<file path="src/rtl/ahb_cache_arbiter.sv">
// ---------------------------------------------------------------------------
// ahb_cache_arbiter
//
// Purpose:
//   Shares one external AHB-Lite master port between the instruction cache
//   (master I) and the data cache (master D). Ownership is granted per burst
//   and held until the owner drops its sel. D has fixed priority. A
//   starvation counter guarantees that I makes forward progress: after
//   STARVE_LIMIT consecutive D grants while I was waiting, I is granted next.
//
// Ports:
//   clk, nrst            clock, asynchronous active-low reset
//   im_* / dm_*          request side of master I / master D (address phase,
//                        write data, sel held for the whole burst)
//   im_hrdata/dm_hrdata  fabric read data, broadcast to both masters
//   im_/dm_hready_out    fabric ready, gated by that master's grant
//   im_/dm_hresp         fabric response, gated by that master's grant
//   AHB_*                request side towards the system fabric
//   AHB_hready_in        fabric ready looped back as the ready-in
//   AHB_hrdata/_hready_out/_hresp  fabric response side
//   grant                one-hot owner, bit0 = I, bit1 = D, 00 when idle
// ---------------------------------------------------------------------------
module ahb_cache_arbiter #(
  parameter int STARVE_LIMIT = 4
) (
  input  logic        clk,
  input  logic        nrst,

  input  logic [31:0] im_haddr,
  input  logic [2:0]  im_hburst,
  input  logic [3:0]  im_hprot,
  input  logic [2:0]  im_hsize,
  input  logic [1:0]  im_htrans,
  input  logic [31:0] im_hwdata,
  input  logic        im_hwrite,
  input  logic        im_sel,
  output logic [31:0] im_hrdata,
  output logic        im_hready_out,
  output logic        im_hresp,

  input  logic [31:0] dm_haddr,
  input  logic [2:0]  dm_hburst,
  input  logic [3:0]  dm_hprot,
  input  logic [2:0]  dm_hsize,
  input  logic [1:0]  dm_htrans,
  input  logic [31:0] dm_hwdata,
  input  logic        dm_hwrite,
  input  logic        dm_sel,
  output logic [31:0] dm_hrdata,
  output logic        dm_hready_out,
  output logic        dm_hresp,

  output logic [31:0] AHB_haddr,
  output logic [2:0]  AHB_hburst,
  output logic [3:0]  AHB_hprot,
  output logic [2:0]  AHB_hsize,
  output logic [1:0]  AHB_htrans,
  output logic [31:0] AHB_hwdata,
  output logic        AHB_hwrite,
  output logic        AHB_sel,
  output logic        AHB_hready_in,
  input  logic [31:0] AHB_hrdata,
  input  logic        AHB_hready_out,
  input  logic        AHB_hresp,

  output logic [1:0]  grant
);

  // State encoding doubles as the one-hot grant, so grant is registered
  // for free and can never read 11.
  localparam logic [1:0] ST_IDLE  = 2'b00;
  localparam logic [1:0] ST_OWN_I = 2'b01;
  localparam logic [1:0] ST_OWN_D = 2'b10;

  localparam logic [3:0] LIMIT = 4'(STARVE_LIMIT);

  // Idle-bus defaults presented to the fabric when nobody owns it.
  localparam logic [2:0] IDLE_HBURST = 3'b000;
  localparam logic [3:0] IDLE_HPROT  = 4'b0011;
  localparam logic [2:0] IDLE_HSIZE  = 3'b010;
  localparam logic [1:0] HTRANS_IDLE = 2'b00;

  logic [1:0] state_q, state_d;
  logic [3:0] starve_cnt_q, starve_cnt_d;
  logic       i_forced;

  // I has waited through the full allowance of D grants.
  assign i_forced = im_sel && (starve_cnt_q == LIMIT);

  always_comb begin
    state_d      = state_q;
    starve_cnt_d = starve_cnt_q;
    case (state_q)
      ST_IDLE: begin
        if (dm_sel && !i_forced) begin
          state_d = ST_OWN_D;
          if (im_sel) begin
            if (starve_cnt_q < LIMIT) begin
              starve_cnt_d = starve_cnt_q + 4'd1;
            end
          end else begin
            starve_cnt_d = 4'd0;
          end
        end else if (im_sel) begin
          state_d      = ST_OWN_I;
          starve_cnt_d = 4'd0;
        end
      end
      // Dropping sel always passes through IDLE, which gives the fabric a
      // dead cycle between owners.
      ST_OWN_I: begin
        if (!im_sel) begin
          state_d = ST_IDLE;
        end
      end
      ST_OWN_D: begin
        if (!dm_sel) begin
          state_d = ST_IDLE;
        end
      end
      default: begin
        state_d = ST_IDLE;
      end
    endcase
  end

  always_ff @(posedge clk or negedge nrst) begin
    if (!nrst) begin
      state_q      <= ST_IDLE;
      starve_cnt_q <= 4'd0;
    end else begin
      state_q      <= state_d;
      starve_cnt_q <= starve_cnt_d;
    end
  end

  assign grant = state_q;

  // Request mux: the owner's address phase and write data pass straight
  // through. Because the state only leaves OWN after sel falls, the last
  // data beat's hwdata is still routed from the owner.
  always_comb begin
    AHB_haddr  = 32'd0;
    AHB_hburst = IDLE_HBURST;
    AHB_hprot  = IDLE_HPROT;
    AHB_hsize  = IDLE_HSIZE;
    AHB_htrans = HTRANS_IDLE;
    AHB_hwdata = 32'd0;
    AHB_hwrite = 1'b0;
    AHB_sel    = 1'b0;
    case (state_q)
      ST_OWN_I: begin
        AHB_haddr  = im_haddr;
        AHB_hburst = im_hburst;
        AHB_hprot  = im_hprot;
        AHB_hsize  = im_hsize;
        AHB_htrans = im_htrans;
        AHB_hwdata = im_hwdata;
        AHB_hwrite = im_hwrite;
        AHB_sel    = im_sel;
      end
      ST_OWN_D: begin
        AHB_haddr  = dm_haddr;
        AHB_hburst = dm_hburst;
        AHB_hprot  = dm_hprot;
        AHB_hsize  = dm_hsize;
        AHB_htrans = dm_htrans;
        AHB_hwdata = dm_hwdata;
        AHB_hwrite = dm_hwrite;
        AHB_sel    = dm_sel;
      end
      default: begin
      end
    endcase
  end

  // Response side: a non-owner sees hready low and so holds its address
  // phase until it is granted.
  assign AHB_hready_in = AHB_hready_out;
  assign im_hrdata     = AHB_hrdata;
  assign dm_hrdata     = AHB_hrdata;
  assign im_hready_out = AHB_hready_out & grant[0];
  assign dm_hready_out = AHB_hready_out & grant[1];
  assign im_hresp      = AHB_hresp & grant[0];
  assign dm_hresp      = AHB_hresp & grant[1];

endmodule
</file>
<file path="config.mk">
export PLATFORM = sky130hd
export DESIGN_NAME = ahb_cache_arbiter
export DESIGN_NICKNAME = d
export VERILOG_FILES = /design/src/rtl/ahb_cache_arbiter.sv
export SDC_FILE = /design/constraint.sdc
export NUM_CORES = 1
export LEC_CHECK = 0
export CAP_MARGIN = 40
export CORE_AREA = 10 10 123 125
export CTS_CLUSTER_SIZE = 40
export DETAILED_ROUTE_END_ITERATION = 16
export DIE_AREA = 0 0 133 135
export PLACE_DENSITY_LB_ADDON = 0.08
export SYNTH_ARGS = -nofsm -noshare
export SYNTH_HDL_FRONTEND = slang
export SYNTH_SLANG_ARGS = --single-unit
</file>
<file path="constraint.sdc">
create_clock -name clk -period 2.35 [get_ports clk]
set_input_delay 0.47 -clock clk [delete_from_list [all_inputs] [get_ports clk]]
set_output_delay 0.47 -clock clk [all_outputs]
set_load 0.03 [all_outputs]
</file>
== After elaboration in Yosys (flattened, before gate mapping) ==
Index checks and enable logic that the tools add are counted.
Word-level totals
  bits of input ports: 192
  flip-flop bits (word level): 6
  logic and storage cells: 39
  output and inout port bits: 149
Operators by class
  bitwise logic cells: 4
  reductions and logical operators: 7
  $lt $le $gt $ge: 1
  equality and inequality tests: 7
  multiplexer cells: 17
  add/sub/neg operators: 1
Operators with widths (number)
  32-bit one-hot mux with 2 select lines: 2
  4-bit 2-to-1 mux: 4
  3-bit one-hot mux with 2 select lines: 2
  2-bit 2-to-1 mux: 4
  4-bit one-hot mux with 2 select lines: 1
  2-bit one-hot mux with 3 select lines: 1
  3-bit AND reduction: 2
  4-bit by 1-bit adder with 4-bit output (second input constant): 1
  1-bit AND: 4
  4-bit by 3-bit equality test with 1-bit output (second input constant): 1
  4-bit by 3-bit less-than comparator with 1-bit output (second input constant): 1
  2-bit != test (second input constant): 2
  1-bit one-hot mux with 2 select lines: 2
  2-bit one-hot mux with 2 select lines: 1
  3-bit by 2-bit != test with 1-bit output (second input constant): 1
  3-bit != test (second input constant): 1
  2-bit by 1-bit equality test with 1-bit output (second input constant): 1
  2-bit equality test (second input constant): 1
  1-bit logical AND: 2
  2-bit zero test: 1
  2-bit nonzero test: 1
  1-bit zero test: 1

== Longest topological paths before layout ==
  word-level depth: 6
  mapped depth: 7
  gate-level depth less buffers: 6

== Worst setup path after synthesis ==
Ideal clock, no wire load.
  path type: flip-flop to output port
  from: register state_q[0] (netlist: grant[0])
  to: output AHB_hwdata[10]
  slack: 53 ps
  path buffers: 2
  cell stages (with the launch flop): 6
  data arrival time: 1827 ps
  data required time: 1880 ps
  cells stage by stage: dfrtp_1 -> inv_1 -> ha_1 -> buf_6 -> clkbuf_1 -> nor2b_1
On the way
  longest elaborated chain between the ends: 2
  elaborated cells between the ends (all ways): 3
Ends and longest elaborated chain
  start, declared: RTL line 83  | logic [1:0] state_q, state_d;
  start signal, assigned: RTL line 132  | state_q <= state_d;
  2-bit equality test / 2-bit by 1-bit equality test with 1-bit output (equally long branches): RTL line 151  | case (state_q)
  32-bit one-hot mux with 2 select lines *: RTL line 151
  end, declared: RTL line 58  | output logic [31:0] AHB_hwdata,
Every way passes the cells marked *; elsewhere a longest branch is shown, timed or not.

== Final worst setup path ==
  from: register state_q[0] (netlist: grant[0])
  to: output AHB_haddr[1]
On the way
  longest elaborated chain between the ends: 2
  elaborated cells between the ends (all ways): 3
Ends and longest elaborated chain
  2-bit equality test / 2-bit by 1-bit equality test with 1-bit output (equally long branches): RTL line 151
  32-bit one-hot mux with 2 select lines *: RTL line 151
  end, declared: RTL line 53  | output logic [31:0] AHB_haddr,
Marked as above.

==> out/metrics.yaml <==
outcome: "complete, no violations"
fin_skew_ps: 1.79
synth.area.top_cells: "a22oi_1, buf_4, nor2b_1"
cts_num_sinks: 6
path_clk_slew_ps: 30
core_sq_um: 12600
max_slew_margin_pct: 77.7
clkLatencyLatePin_ps: 230
cts-root-buf: "clkbuf_16"
p_per_area_nw_per_um2: 1210
setup_tns_ps: 0
synth_top_area_share_pct: 26.7
ys_types: 23
rr_startpoint: "grant[0]$_DFFE_PN0P_"
total_power_mw: 5.21
wirelength_um: 12200
finish.utilization_pct: 34.4
synth_area_sq_um: 2170
drc: 0
path_max_fanout: 21
netlist_instances: 291
crit_path_end_kind: "output port"
async_flop_share_pct: 100
vias: 2634
grt_max_degree: 42
ys_ff_latch: 6
drive_above_1_share_pct: 21.9
min_period_over_period_pct: 95.1
final_common_cell: "clkdlybuf4s50_1"
start_util_pct: 17.2
r2r_setup_slack_ps: 660
nNetsFinal: 656
vias_per_cell: 4.19
layout_common_cells: "clkdlybuf4s50_1, a22oi_1, buf_4, nor2b_1, buf_12"
die_h_um: 135
drtIter0Drc: 86
cap_violations: 0
numPortBuffers: 244
grt_overflow_total: 0
synth_top_cell_by_area: "a22oi_1"
cellLeakagePower_nw: 1.65
cts_buffers: 3
grt_pass1_wl_um: 17400
ys_seq_area_share_pct: 6.93
ys_warn_count: 0
grt_pass1_vias: 2844
wl_per_cell_um: 19.4
min_period_ps: 2230
antennaDiodeCount: 0
fmax_mhz: 448
grt_use_total_pct: 12.0
area_growth_pct: 99.4
worst-setup-path-type: "reg -> out"
synth.net_count: 488
gp_congestion: 0.750
drt_pass1_iterations: 4
cp.arrival_ps: 1760
peakVddDrop_mv: 0.492
crit_start: "grant[0]$_DFFE_PN0P_"
synth.avg_cell_area_sq_um: 7.44
die_area_sq_um: 18000
cp.required_ps: 1880
cts_max_path_buffers: 2
antenna_found_initial: 0
design.portCount: 341
drtAntennaViolNets: 0
hold_viol_final: 0
hold_class: "in -> async"
setup_viol: 0
fp-row-count: 41
drv_slew: 0
dpl.hpwl_um: 10100
die_x_um: 133
synth_edf_count: 0
cts_tree: "done"
start_kind: "flip-flop"
ys.flop_type: "dfrtp_1"
rsz0062_at_grt: "no"
cts_max_level: 1
tightest_slew_ps: 333
-- repair_timing --
action | in CTS | in global routing
setup buffers | 0 | 1
cloned | 0 | 1
hold buffers | 0 | 0
gates resized for setup | 9 | 7
setup endpoints to repair | 30 | 58
-- logic make-up after synthesis --
group	share of synthesized area, %
compound gates	30.9
flops	6.93
buf+inv	32.4
xor+xnor	0.404
fa+ha+maj	2.89
simple gates	26.0
mux	0.520
-- cell usage after synthesis (2+ instances only) --
master and n:
a22o_1 2, a22oi_1 77, a32o_1 2, and2_1 5
buf_2 8, buf_4 71, buf_6 7, clkbuf_1 7
dfrtp_1 6, ha_1 5, inv_1 6, nand2_1 6
nor2_1 2, nor2b_1 76, o21ai_0 3
-- worst paths after layout --
path / end / cells past startpoint
worst max register to register: grant[1]$_DFFE_PN0P_ / 6
max in group asynchronous: grant[1]$_DFFE_PN0P_ / 1
min in group clk: starve_cnt_q[1]$_DFFE_PN0P_ / 1
worst max-delay path: AHB_haddr[1] / 6
worst min register to register: starve_cnt_q[1]$_DFFE_PN0P_ / 1
worst min-delay path: starve_cnt_q[2]$_DFFE_PN0P_ / 1
-- state kept, by name, indices dropped and copies added, names as in the netlist --
name and cells:
starve_cnt_q 4, grant 2
-- worst max-delay path, cell delays in order, from the launching register on --
cell     delay [ps]
dfrtp_1         410
inv_1           180
ha_4            260
buf_12          180
a22oi_1         130
nor2b_1         210
buf_12          150
-- power breakdown --
part / total, mW / internal, mW / switching, mW
combinational: 4.76 / 2.13 / 2.63
sequential: 0.174 / 0.137 / 0.0375
clock: 0.275 / 0.218 / 0.0563
-- per-stage QoR --
stage / setup slack [ps] / cells / area [sq um] / hold WS (ps)
2_1_floorplan: 53.3 / 291 / 2170 / 174
3_3_place_gp: 101 / 624 / 4140 / 522
3_5_place_dp: 107 / 624 / 4140 / 533
4_1_cts: -13.0 / 627 / 4230 / 505
6_report: 116 / 629 / 4320 / 497
5_1_grt: 7.08 / 629 / 4320 / 519
-- final cells by class --
cell class                      instances  area (sq um)
Tap cell                              172           215
Inverter                                6          22.5
Fill cell                            1364          8250
Clock buffer                            3          75.1
Timing Repair Buffer                  256          2490
Multi-Input combinational cell        186          1360
Sequential cell                         6           151
-- per-layer routing --
metal	global-route usage (%)	part of all wire, %	up-vias
li1	-	-	1290
met4	2.69	2.1	0
met3	3.82	7.5	32
met5	0	0	-
met2	23.1	55	133
met1	12.3	36	1179
Power figures use the tool's default switching activity.
